File: src/rtl/regfile_wb_arbiter.sv
// Round-robin arbiter sharing the register file write port between ALU and long-latency
// writeback, with a per-register busy scoreboard for decode-stage hazard detection.
module regfile_wb_arbiter #(
    parameter int unsigned ADDR_W   = 5,
    parameter int unsigned DATA_W   = 32,
    parameter int unsigned NUM_REGS = 32
) (
    input  logic              clk,
    input  logic              rst,
    input  logic              req0_valid,
    input  logic [ADDR_W-1:0] req0_addr,
    input  logic [DATA_W-1:0] req0_data,
    output logic              req0_ready,
    input  logic              req1_valid,
    input  logic [ADDR_W-1:0] req1_addr,
    input  logic [DATA_W-1:0] req1_data,
    output logic              req1_ready,
    input  logic              claim_valid,
    input  logic [ADDR_W-1:0] claim_addr,
    input  logic [ADDR_W-1:0] rs_addr,
    input  logic [ADDR_W-1:0] rt_addr,
    output logic              rs_busy,
    output logic              rt_busy,
    output logic              WE3,
    output logic [ADDR_W-1:0] A3,
    output logic [DATA_W-1:0] WD3
);

    localparam logic GRANT_REQ0 = 1'b0;
    localparam logic GRANT_REQ1 = 1'b1;

    logic                last_grant;
    logic [NUM_REGS-1:0] busy;
    logic [NUM_REGS-1:0] busy_next;
    logic                win_valid;
    logic [ADDR_W-1:0]   win_addr;
    logic [DATA_W-1:0]   win_data;

    // Grant: the requester that did not win last time has priority under contention
    always_comb begin
        req0_ready = req0_valid && (!req1_valid || (last_grant == GRANT_REQ1));
        req1_ready = req1_valid && (!req0_valid || (last_grant == GRANT_REQ0));
        win_valid  = req0_ready || req1_ready;
        win_addr   = req0_ready ? req0_addr : req1_addr;
        win_data   = req0_ready ? req0_data : req1_data;
    end

    // Scoreboard update; a same-cycle claim overrides the req1 clear
    always_comb begin
        busy_next = busy;
        if (req1_ready) begin
            busy_next[req1_addr] = 1'b0;
        end
        if (claim_valid && (claim_addr != '0)) begin
            busy_next[claim_addr] = 1'b1;
        end
        busy_next[0] = 1'b0;
    end

    assign rs_busy = busy[rs_addr];
    assign rt_busy = busy[rt_addr];

    always_ff @(posedge clk or posedge rst) begin
        if (rst) begin
            last_grant <= GRANT_REQ1;
            busy       <= '0;
            WE3        <= 1'b0;
            A3         <= '0;
            WD3        <= '0;
        end else begin
            busy <= busy_next;
            WE3  <= win_valid && (win_addr != '0);
            if (win_valid) begin
                A3         <= win_addr;
                WD3        <= win_data;
                last_grant <= req0_ready ? GRANT_REQ0 : GRANT_REQ1;
            end
        end
    end

endmodule

File: config.mk
export PLATFORM = sky130hd
export DESIGN_NAME = regfile_wb_arbiter
export DESIGN_NICKNAME = d
export VERILOG_FILES = /design/src/rtl/regfile_wb_arbiter.sv
export SDC_FILE = /design/constraint.sdc
export NUM_CORES = 1
export LEC_CHECK = 0
export CAP_MARGIN = 20
export CORE_MARGIN = 2
export CORE_UTILIZATION = 40
export CTS_CLUSTER_SIZE = 10
export DETAILED_ROUTE_END_ITERATION = 10
export MAX_ROUTING_LAYER = met4
export PLACE_DENSITY = 0.72
export SETUP_SLACK_MARGIN = 0.5
export SYNTH_ARGS = -nofsm -noshare
export SYNTH_HDL_FRONTEND = slang
export SYNTH_SLANG_ARGS = --single-unit
File: constraint.sdc
create_clock -name clk -period 7 [get_ports clk]
set_input_delay 1.4 -clock clk [delete_from_list [all_inputs] [get_ports clk]]
set_output_delay 1.4 -clock clk [all_outputs]
set_load 0.01 [all_outputs]
* Yosys cells after proc, flatten, opt, wreduce, memory -nomap -nowiden
Index checks and enable logic that the tools add are counted. W data, S select, Z words.
Storage, ports and cells: input bits 94, register bits after elaboration 70, output and inout bits 42
Cells by class: magnitude comparators 6, muxes and demuxes 13, bitwise logic cells 4, reductions and logical operators 13
Operators by type and width (number):
- $mux W32 | 3
- $and A32 B32 Y32 | 1
- $not A32 Y32 | 1
- $or A32 B32 Y32 | 1
- $lt A5 B6 Y1 const B | 4
- $bmux W1 S5 | 2
- $demux W1 S5 | 2
- $ge A5 B1 Y1 const B | 2
- $reduce_bool A5 Y1 | 2
- $logic_and A1 B1 Y1 | 6
- $mux W1 | 5
- $mux W5 | 1
- $logic_or A1 B1 Y1 | 3
- $logic_not A1 Y1 | 2
- $not A1 Y1 | 1

* Logic depth before layout (Yosys ltp)
Gate-level depths: netlist (run 1).
word-level depth 9, gate-level depth with buffers 8, depth with buffers taken out 5

* Worst setup path before layout (run 1)
Ideal clock, no wire load.
kind input port to output port, start point in rs_addr[0], end point out rs_busy, setup slack 3.161 ns, required time 5.600 ns, cell stages on the path 5, buffers on the path 1, arrival 2.439 ns, cells stage by stage buf_2 mux4_2 nand2b_1 o211ai_1 nand4_1
On the way: word-level cells in the longest chain between the ends 2
RTL lines:
- from (decl) | RTL line 20 | input logic [ADDR_W-1:0] rs_addr,
- $bmux W1 S5 | RTL line 60 | assign rs_busy = busy[rs_addr];
- $mux W1 (implied by the code) | RTL line 60
- to (decl) | RTL line 22 | output logic rs_busy,
Every way passes these cells. The select of a mux whose other input is x is not followed.

* Final worst setup path (run 1)
start point in req1_valid, end point out req1_ready
On the way: word-level cells in the longest chain between the ends 1
RTL lines:
- from (decl) | RTL line 14 | input logic req1_valid,
- $logic_and A1 B1 Y1 | RTL line 42 | req1_ready = req1_valid && (!req0_valid || (last_grant == GRANT_REQ0));
- to (decl) | RTL line 17 | output logic req1_ready,
Every way passes these cells.

==> impl_metrics.env, run 1 <==
export IMPL_vias_per_cell=5.56
export IMPL_yosys_register_bits=70
export IMPL_synth_cells=451
export IMPL_mostFrequentLayoutCell="clkdlybuf4s50_1"
export IMPL_slew_headroom_pct=41.3
export IMPL_crit_path_frequent_cell="clkdlybuf4s50_1"
export IMPL_synth_edf_count=0
export IMPL_crit_slowest_cell="clkdlybuf4s50_1"
export IMPL_cts_sinks=70
export IMPL_fin_util_pct=57.9
export IMPL_ys_warn_count=0
export IMPL_antenna_found_initial=1
export IMPL_intPower_uw=923
export IMPL_combPwrFrac_pct=27.1
export IMPL_num_rows=36
export IMPL_syn_avg_cell_area_um2=8.86
export IMPL_p_per_area_nw_per_um2=231
export IMPL_syn2layout_area_growth_pct=41.0
export IMPL_worstPathArrival_ps=3800
export IMPL_drt_wirelength_per_cell_um=16.8
export IMPL_cap_violations=0
export IMPL_htreeDepth=3
export IMPL_grt_setup_unrepaired="no"
export IMPL_timing_rr_end="busy[23]$_DFF_PP0_"
export IMPL_drive_gt1_share_pct=5.57
export IMPL_skew_ps=6.41
export IMPL_peakVddDrop_v=0.000153
export IMPL_track_usage_pct=22.6
export IMPL_fin_tns_setup_ps=0
export IMPL_crit_path_max_fanout=40
export IMPL_ys_types=35
export IMPL_cp_depth=5
export IMPL_synth_top_flop_cell="dfrtp_1"
export IMPL_wl_mm=11.9
export IMPL_multi_input_area_um2=2070
export IMPL_start_kind="input pin"
export IMPL_hold_violations=0
export IMPL_grt_ovfl_total=0
export IMPL_final_nets=664
export IMPL_tightestPinTransition_ps=881
export IMPL_nFillCells=905
export IMPL_placed_area_um2=5390
export IMPL_cp_num_buf_inv=4
export IMPL_drtAntennaViolNets=0
export IMPL_syn_area_um2=4000
export IMPL_fin_crit_ps=5200
export IMPL_cp_data_required_time_ps=5600
export IMPL_die_h_um=104
export IMPL_start_util_pct=41.1
export IMPL_cts_tree="yes"
export IMPL_firstDrtPassIters=5
export IMPL_crit_chain="clkdlybuf4s50_1 > buf_4 > a21bo_1 > inv_2 > clkdlybuf4s50_1"
export IMPL_r2r_start="last_grant$_DFFE_PP1P_"
export IMPL_drt_iter0_markers=235
export IMPL_mostFrequentLayoutCells="clkdlybuf4s50_1, dfrtp_1, mux2i_1, o21ai_0, nand2_1"
export IMPL_die_w_um=104
export IMPL_postSynth_asyncResetShare_pct=100
export IMPL_hold_buffers=0
export IMPL_endpoint="req1_ready"
export IMPL_fin_ws_ps=1800
export IMPL_cts_made_buffers=9
export IMPL_leakagePower_uw=0.00238
export IMPL_fin_crit_sh_pct=74.3
export IMPL_clockRootBuffer="clkbuf_8"
export IMPL_portBuffers=135
export IMPL_crit_start="req1_valid"
export IMPL_grt_max_degree=71
export IMPL_r2r_slack_ps=4580
export IMPL_endpoint_kind="output port"
export IMPL_dpl_hpwl_mm=8.47
export IMPL_post_cts_buffers=0
export IMPL_gp_congestion=0.869
export IMPL_grt_pass1_vias=4019
export IMPL_outcome="complete, no violations"
export IMPL_fp_coreArea_um2=9730
export IMPL_p_sw_uw=379
export IMPL_syn_nets=545
export IMPL_cpPeakStageDelay_ps=670
export IMPL_dp_slack_ps=1830
export IMPL_seqCellArea_um2=1750
export IMPL_ctsResizeCount=0
export IMPL_cts_path_max_buffers=2
export IMPL_switching_share_pct=29.1
export IMPL_criticalPathCategory="in2out"
export IMPL_finalSetupViolCount=0
export IMPL_clkLatencyLatePin_ps=340
export IMPL_ys_seq_area_share_pct=43.9
export IMPL_via_count=3944
export IMPL_hold_slack_ps=546
export IMPL_fmax_mhz=192
export IMPL_num_io_pins=136
export IMPL_die_area_um2=10800
export IMPL_drc=0
export IMPL_clkTransAtPathRegs_ps=80
export IMPL_finalInstanceArea_um2=5640
export IMPL_grt_pass1_wl_mm=19.4
export IMPL_clock_power_share_pct=30.6
export IMPL_slew_violations=0
export IMPL_min_path_type="reg2reg"
export IMPL_rr_worst_depth=5
export IMPL_path_delay_family="buffers and inverters"
export IMPL_seq_power_share_pct=42.3
-- registers in the layout, summed over array words and instances (netlist names) --
signal	flops
WE3	1
WD3	32
last_grant	1
A3	5
busy	31
-- worst min path at each step --
stage,depth (start not counted),startpoint,to,slack [ps]
after floorplan,2,busy[4]$_DFF_PP0_,busy[4]$_DFF_PP0_,480
after CTS,2,busy[20]$_DFF_PP0_,busy[20]$_DFF_PP0_,550
after detailed placement,2,busy[24]$_DFF_PP0_,busy[24]$_DFF_PP0_,530
after global placement,2,busy[23]$_DFF_PP0_,busy[23]$_DFF_PP0_,520
after global routing,2,busy[27]$_DFF_PP0_,busy[27]$_DFF_PP0_,590
final,2,busy[24]$_DFF_PP0_,busy[24]$_DFF_PP0_,550
-- Yosys cell counts (all sizes together), types with 3 or more instances --
cell / number / area share, %
buf: 19 / 2.7
nand2: 48 / 4.5
a21oi: 39 / 4.9
nand3b: 8 / 1.5
nor2: 46 / 4.3
mux2i: 50 / 13
mux4: 6 / 3.4
o21ai: 62 / 7.8
a22oi: 4 / 0.75
inv: 6 / 0.56
a31oi: 5 / 0.78
or3b: 4 / 0.88
or3: 3 / 0.59
clkbuf: 12 / 1.1
nor2b: 4 / 0.63
nand2b: 6 / 0.94
nand3: 43 / 5.4
nand4: 3 / 0.47
dfrtp: 69 / 43
-- tightest hold or removal path: cells and delay by family, from the launching register on --
family | cells | cell delay, ps
compound gates | 2 | 140
flops | 1 | 370
-- final cells by class --
type | instances | share of cell area (%)
Multi-Input combinational cell | 344 | 36.7
Antenna cell | 1 | 0.0444
Inverter | 6 | 0.400
Clock buffer | 11 | 2.51
Timing Repair Buffer | 139 | 24.4
Clock inverter | 5 | 1.89
Sequential cell | 70 | 31.1
Tap cell | 133 | 2.95
-- stage by stage --
step | power [uW] | cells
after global placement | 899 | 692
after detailed placement | 908 | 692
after floorplan | 725 | 451
final | 1300 | 709
after global routing | 1370 | 709
after CTS | 1310 | 708
-- power groups by stage --
stage               Sequential (uW)  Clock [uW]  Combinational [uW]
global placement                555           0                 343
finish                          551         398                 353
detailed placement              556           0                 353
global route                    560         420                 391
floorplan                       540           0                 185
CTS                             550         405                 355
-- kinds of logic after synthesis --
| group | after synthesis | share of synthesized area (%) |
|---|---|---|
| compound gates | 119 | 16.0 |
| buf+inv | 37 | 4.41 |
| mux | 56 | 15.9 |
| simple gates | 169 | 19.8 |
| flops | 70 | 43.9 |
-- metal layers --
layer	GRT usage, %	part of all wire [%]	vias to the layer above
met5	-	0	-
met4	7.53	1.5	0
met3	5.45	7.1	18
li1	-	-	1858
met2	37.2	49	142
met1	27.6	43	1926
Power figures use the tool's default switching activity.
==> run 2: changes to the inputs <==
PLACE_DENSITY = 0.75   (was 0.72)
clock period = 4.7 ns   (was 7 ns; I/O delays follow)
==> run 2 against run 1 <==
Net effect:
- sequential power is 52% higher
- worst hold slack better by 9.4 ps
- core utilization grew 0.22 points
- via count down 0.48%
- cell count increased by 0.14%
- global-route usage increased by 1.1 points
- first-iteration DRC count increased by 11%
- power grew 51%
- worst setup slack got worse by 1100 ps
- critical endpoint is now rs_busy
==> impl_metrics.env, run 2 (synthesis gave the netlist of run 1 again) <==
export IMPL_fin_tns_setup_ps=0
export IMPL_placed_area_um2=5390
export IMPL_vias_per_cell=5.53
export IMPL_ctsResizeCount=0
export IMPL_start_util_pct=41.1
export IMPL_dpl_hpwl_mm=8.94
export IMPL_num_rows=36
export IMPL_seq_power_share_pct=42.5
export IMPL_cap_violations=0
export IMPL_dr_wl_met2_mm=5.95
export IMPL_start_kind="input pin"
export IMPL_largest_reg_flops=32
export IMPL_grt_setup_unrepaired="no"
export IMPL_p_sw_uw=602
export IMPL_nFillCells=882
export IMPL_clockRootBuffer="clkbuf_8"
export IMPL_clock_power_share_pct=30.5
export IMPL_hold_buffers=0
export IMPL_path_delay_family="buffers and inverters"
export IMPL_crit_slowest_cell="clkdlybuf4s50_1"
export IMPL_drive_gt1_share_pct=6.07
export IMPL_htreeDepth=3
export IMPL_outcome="complete, no violations"
export IMPL_cts_tree="yes"
export IMPL_dp_slack_ps=720
export IMPL_fp_coreArea_um2=9730
export IMPL_mostFrequentLayoutCells="clkdlybuf4s50_1, dfrtp_1, mux2i_1, o21ai_0, nand2_1"
export IMPL_fin_util_pct=58.1
export IMPL_cp_num_buf_inv=2
export IMPL_syn2layout_area_growth_pct=41.5
export IMPL_slew_violations=0
export IMPL_clkLatencyLatePin_ps=350
export IMPL_tightestPinTransition_ps=816
export IMPL_crit_chain="clkdlybuf4s50_1 > mux4_2 > nand2b_1 > o211ai_1 > nand4_1 > clkdlybuf4s50_1"
export IMPL_cts_path_max_buffers=2
export IMPL_slew_headroom_pct=45.6
export IMPL_final_nets=666
export IMPL_grt_pass1_wl_mm=20.1
export IMPL_intPower_uw=1360
export IMPL_fin_crit_sh_pct=84.5
export IMPL_p_total_uw=1970
export IMPL_grt_pass1_vias=4041
export IMPL_track_usage_pct=23.8
export IMPL_p_per_area_nw_per_um2=347
export IMPL_min_path_type="reg2reg"
export IMPL_num_io_pins=136
export IMPL_mostFrequentLayoutCell="clkdlybuf4s50_1"
export IMPL_grt_ovfl_total=0
export IMPL_finalInstanceArea_um2=5660
export IMPL_grt_max_degree=66
export IMPL_criticalPathCategory="in2out"
export IMPL_die_w_um=104
export IMPL_fmax_mhz=252
export IMPL_m1WireLength_mm=5.07
export IMPL_portBuffers=135
export IMPL_crit_path_max_fanout=7
export IMPL_combPwrFrac_pct=27.0
export IMPL_largestRegisters="WD3 x32, busy x31, A3 x5"
export IMPL_die_area_um2=10800
export IMPL_drt_wirelength_per_cell_um=17.2
export IMPL_cts_made_buffers=9
export IMPL_antennaDiodeCount=0
export IMPL_cpPeakStageDelay_ps=660
export IMPL_via_count=3925
export IMPL_die_h_um=104
export IMPL_firstDrtPassIters=5
export IMPL_top_layer_used="met4"
export IMPL_leakagePower_uw=0.00239
export IMPL_dr_wl_met3_mm=1.04
export IMPL_wl_mm=12.2
export IMPL_worstPathArrival_ps=3030
export IMPL_drc=0
export IMPL_cts_sinks=70
export IMPL_drt_iter0_markers=260
export IMPL_antenna_found_initial=0
export IMPL_gp_congestion=0.947
export IMPL_finalSetupViolCount=0
export IMPL_top_register="WD3"
export IMPL_fin_ws_ps=728
export IMPL_hold_violations=0
export IMPL_endpoint_kind="output port"
export IMPL_crit_path_frequent_cell="clkdlybuf4s50_1"
export IMPL_drtAntennaViolNets=0
export IMPL_fin_crit_ps=3970
export IMPL_peakVddDrop_v=0.000196
export IMPL_cp_data_required_time_ps=3760
export IMPL_switching_share_pct=30.6
export IMPL_clkTransAtPathRegs_ps=80
export IMPL_post_cts_buffers=0
export IMPL_skew_ps=9.30
run 2: area by class of cell:
| class | count | area, um2 | area share (%) |
|---|---|---|---|
| inverter | 6 | 22.5 | 0.398 |
| sequential | 70 | 1750 | 31.0 |
| multi-input combinational | 344 | 2070 | 36.5 |
| tap | 133 | 166 | 2.94 |
| timing repair buffer | 141 | 1400 | 24.8 |
| clock inverter | 7 | 120 | 2.12 |
| clock buffer | 9 | 124 | 2.19 |
run 2: metrics by stage:
step                std cells  hold WS (ps)
floorplan                 451           476
global placement          693           535
detailed placement        693           542
CTS                       709           559
global route              710           589
finish                    710           556
run 2: worst reg2reg max path: cells and delay by family (launching register included):
family                 cells  cell delay, ps
buffers and inverters      2             330
DFF                        1             970
AOI/OAI and AO/OA          3             660
and+or+nand+nor            1             310
run 2: routing by layer:
metal,track usage [%],up-vias
met5,-,-
met4,7.53,0
met3,6.39,15
met2,38.6,169
met1,29.0,1882
li1,-,1859
run 2: worst paths after layout:
| path | start | to | slack (ps) | cells past startpoint |
|---|---|---|---|---|
| hold / removal | A3[3]$_DFFE_PP0P_ | A3[3]$_DFFE_PP0P_ | 560 | 2 |
| max in group asynchronous | rst | last_grant$_DFFE_PP1P_ | 2870 | 4 |
| hold reg to reg | A3[3]$_DFFE_PP0P_ | A3[3]$_DFFE_PP0P_ | 560 | 2 |
| setup reg to reg | last_grant$_DFFE_PP1P_ | busy[23]$_DFF_PP0_ | 2330 | 6 |
| setup / recovery | rs_addr[0] | rs_busy | 730 | 6 |
| min in group asynchronous | rst | busy[10]$_DFF_PP0_ | 920 | 2 |
run 2: power by group through the flow:
stage | Clock (uW) | Combinational [uW] | Sequential (uW)
after floorplan | 0 | 276 | 804
after global placement | 0 | 512 | 844
after detailed placement | 0 | 529 | 843
after CTS | 607 | 531 | 833
after global routing | 639 | 586 | 846
final | 600 | 530 | 836
==> run 3: changes to the inputs <==
PLACE_DENSITY = 0.72   (was 0.75)
clock period = 3.75 ns   (was 4.7 ns; I/O delays follow)
==> run 3 against run 2 <==
Net effect:
- wire length fell by 0.47%
- combinational power up 28%
- largest power group unchanged
- via count down 0.66%
- worst hold slack got worse by 15 ps
- sequential share of layout area up 0.33 points
==> impl_metrics.env, run 3 (synthesis gave the netlist of run 1 again) <==
export IMPL_outcome="complete, no violations"
export IMPL_hold_violations=0
export IMPL_combPwrFrac_pct=30.6
export IMPL_die_h_um=104
export IMPL_peakVddDrop_v=0.000184
export IMPL_p_per_area_nw_per_um2=398
export IMPL_cts_made_buffers=9
export IMPL_finalSetupViolCount=0
export IMPL_skew_ps=6.84
export IMPL_start_kind="input pin"
export IMPL_clockRootBuffer="clkbuf_8"
export IMPL_drt_iter0_markers=183
export IMPL_cts_sinks=70
export IMPL_syn2layout_area_growth_pct=40.0
export IMPL_start_util_pct=41.1
export IMPL_drc=0
export IMPL_drtAntennaViolNets=0
export IMPL_top_register="WD3"
export IMPL_fp_coreArea_um2=9730
export IMPL_endpoint_kind="output port"
export IMPL_crit_path_max_fanout=7
export IMPL_tightestPinTransition_ps=800
export IMPL_die_w_um=104
export IMPL_endpoint="rt_busy"
export IMPL_hold_buffers=0
export IMPL_clkTransAtPathRegs_ps=80
export IMPL_final_cells=714
export IMPL_worstPathArrival_ps=2440
export IMPL_antennaDiodeCount=0
export IMPL_grt_max_degree=62
export IMPL_wl_mm=12.2
export IMPL_timing_rr_end="busy[7]$_DFF_PP0_"
export IMPL_r2r_slack_ps=1720
export IMPL_dp_slack_ps=227
export IMPL_vias_per_cell=5.46
export IMPL_nFillCells=896
export IMPL_cts_tree="yes"
export IMPL_num_io_pins=136
export IMPL_crit_start="rt_addr[4]"
export IMPL_via_count=3899
export IMPL_grt_pass1_wl_mm=19.9
export IMPL_mostFrequentLayoutCell="clkdlybuf4s50_1"
export IMPL_cp_data_required_time_ps=3000
export IMPL_multi_input_area_um2=2070
export IMPL_fin_util_pct=57.5
export IMPL_drive_gt1_share_pct=6.88
export IMPL_mostFrequentLayoutCells="clkdlybuf4s50_1, dfrtp_1, mux2i_1, o21ai_0, nand2_1"
export IMPL_fmax_mhz=313
export IMPL_portBuffers=135
export IMPL_switching_share_pct=32.5
export IMPL_r2r_start="last_grant$_DFFE_PP1P_"
export IMPL_p_sw_uw=724
export IMPL_clkLatencyLatePin_ps=350
export IMPL_dpl_hpwl_mm=8.91
export IMPL_slew_headroom_pct=46.7
export IMPL_die_area_um2=10800
export IMPL_criticalPathCategory="in2out"
export IMPL_min_from="last_grant$_DFFE_PP1P_"
export IMPL_slew_violations=0
export IMPL_htreeDepth=3
export IMPL_fin_ws_ps=559
export IMPL_seq_power_share_pct=45.5
export IMPL_track_usage_pct=23.5
export IMPL_final_nets=670
export IMPL_grt_ovfl_total=0
export IMPL_fin_crit_ps=3190
export IMPL_grt_setup_unrepaired="yes"
export IMPL_seqCellArea_um2=1750
export IMPL_antenna_found_initial=0
export IMPL_cts_path_max_buffers=2
export IMPL_largestRegisters="WD3 x32, busy x31, A3 x5"
export IMPL_grt_pass1_vias=4033
export IMPL_dp_cells=698
export IMPL_min_path_type="reg2reg"
export IMPL_gp_congestion=0.864
export IMPL_intPower_uw=1500
export IMPL_num_rows=36
export IMPL_drt_wirelength_per_cell_um=17.1
export IMPL_fin_tns_setup_ps=0
export IMPL_fin_crit_sh_pct=85.1
export IMPL_largest_reg_flops=32
export IMPL_firstDrtPassIters=5
export IMPL_leakagePower_uw=0.00238
export IMPL_rr_worst_depth=6
export IMPL_post_cts_buffers=0
export IMPL_clock_power_share_pct=24.0
export IMPL_cap_violations=0
==> run 3: cell types whose count changed in the layout (fill, tap and decap cells not counted), sizes merged, moves of 2 or more <==
| cell | before | now |
|---|---|---|
| clkdlybuf4s50 | 134 | 128 |
| buf | 7 | 11 |
| bufinv | 3 | 0 |
| clkbuf | 9 | 12 |
| clkdlybuf4s15 | 0 | 2 |
| clkinv | 2 | 4 |
| dlygate4sd2 | 0 | 2 |
==> run 3: timing repair <==
item | CTS | global route
pin swaps | 0 | 0
resized for setup | 6 | 6
setup endpoints to repair | 2 | 2
hold endpoints to repair | 0 | 0
==> run 3: metrics by stage <==
stage	hold slack [ps]	cell area [um2]	power, uW
final	540	5600	2230
after detailed placement	527	5440	1710
after global placement	520	5440	1690
after global routing	577	5600	2360
after floorplan	476	4000	1350
after CTS	544	5600	2240
==> run 3: power groups by stage <==
| stage | Clock, uW | Combinational, uW | Sequential (uW) |
|---|---|---|---|
| after floorplan | 0 | 346 | 1010 |
| after global placement | 0 | 666 | 1030 |
| after detailed placement | 0 | 685 | 1020 |
| after CTS | 542 | 686 | 1010 |
| after global routing | 579 | 751 | 1030 |
| final | 534 | 681 | 1010 |
==> run 3: worst max-delay path: stages <==
cell and delay [ps]:
clkdlybuf4s50_1 540, nor2b_1 210, a22oi_1 180, nand3_1 110, nand4_1 110, clkdlybuf4s50_1 550
==> run 3: final cells by class <==
type / instances / share of cell area, %
multi-input cells: 344 / 36.9
flip-flops and latches: 70 / 31.3
repair buffers: 145 / 25.4
well taps: 133 / 2.97
clock buffers: 10 / 2.28
clock inverters: 6 / 0.693
inverters: 6 / 0.402
==> run 3: routing by layer <==
layer	up-vias	wire (um)	GRT usage, %
li1	1851	-	-
met2	151	5900	38.3
met4	0	161	6.37
met3	16	1010	7.52
met1	1881	5120	28.3
met5	-	0	-
==> run 3: worst min path at each step <==
stage	end	slack (ps)	cells past startpoint
after floorplan	busy[4]$_DFF_PP0_	480	2
after global placement	busy[1]$_DFF_PP0_	520	2
after detailed placement	busy[12]$_DFF_PP0_	530	2
after CTS	busy[12]$_DFF_PP0_	540	2
after global routing	WD3[17]$_DFFE_PP0P_	580	2
final	WD3[19]$_DFFE_PP0P_	540	2
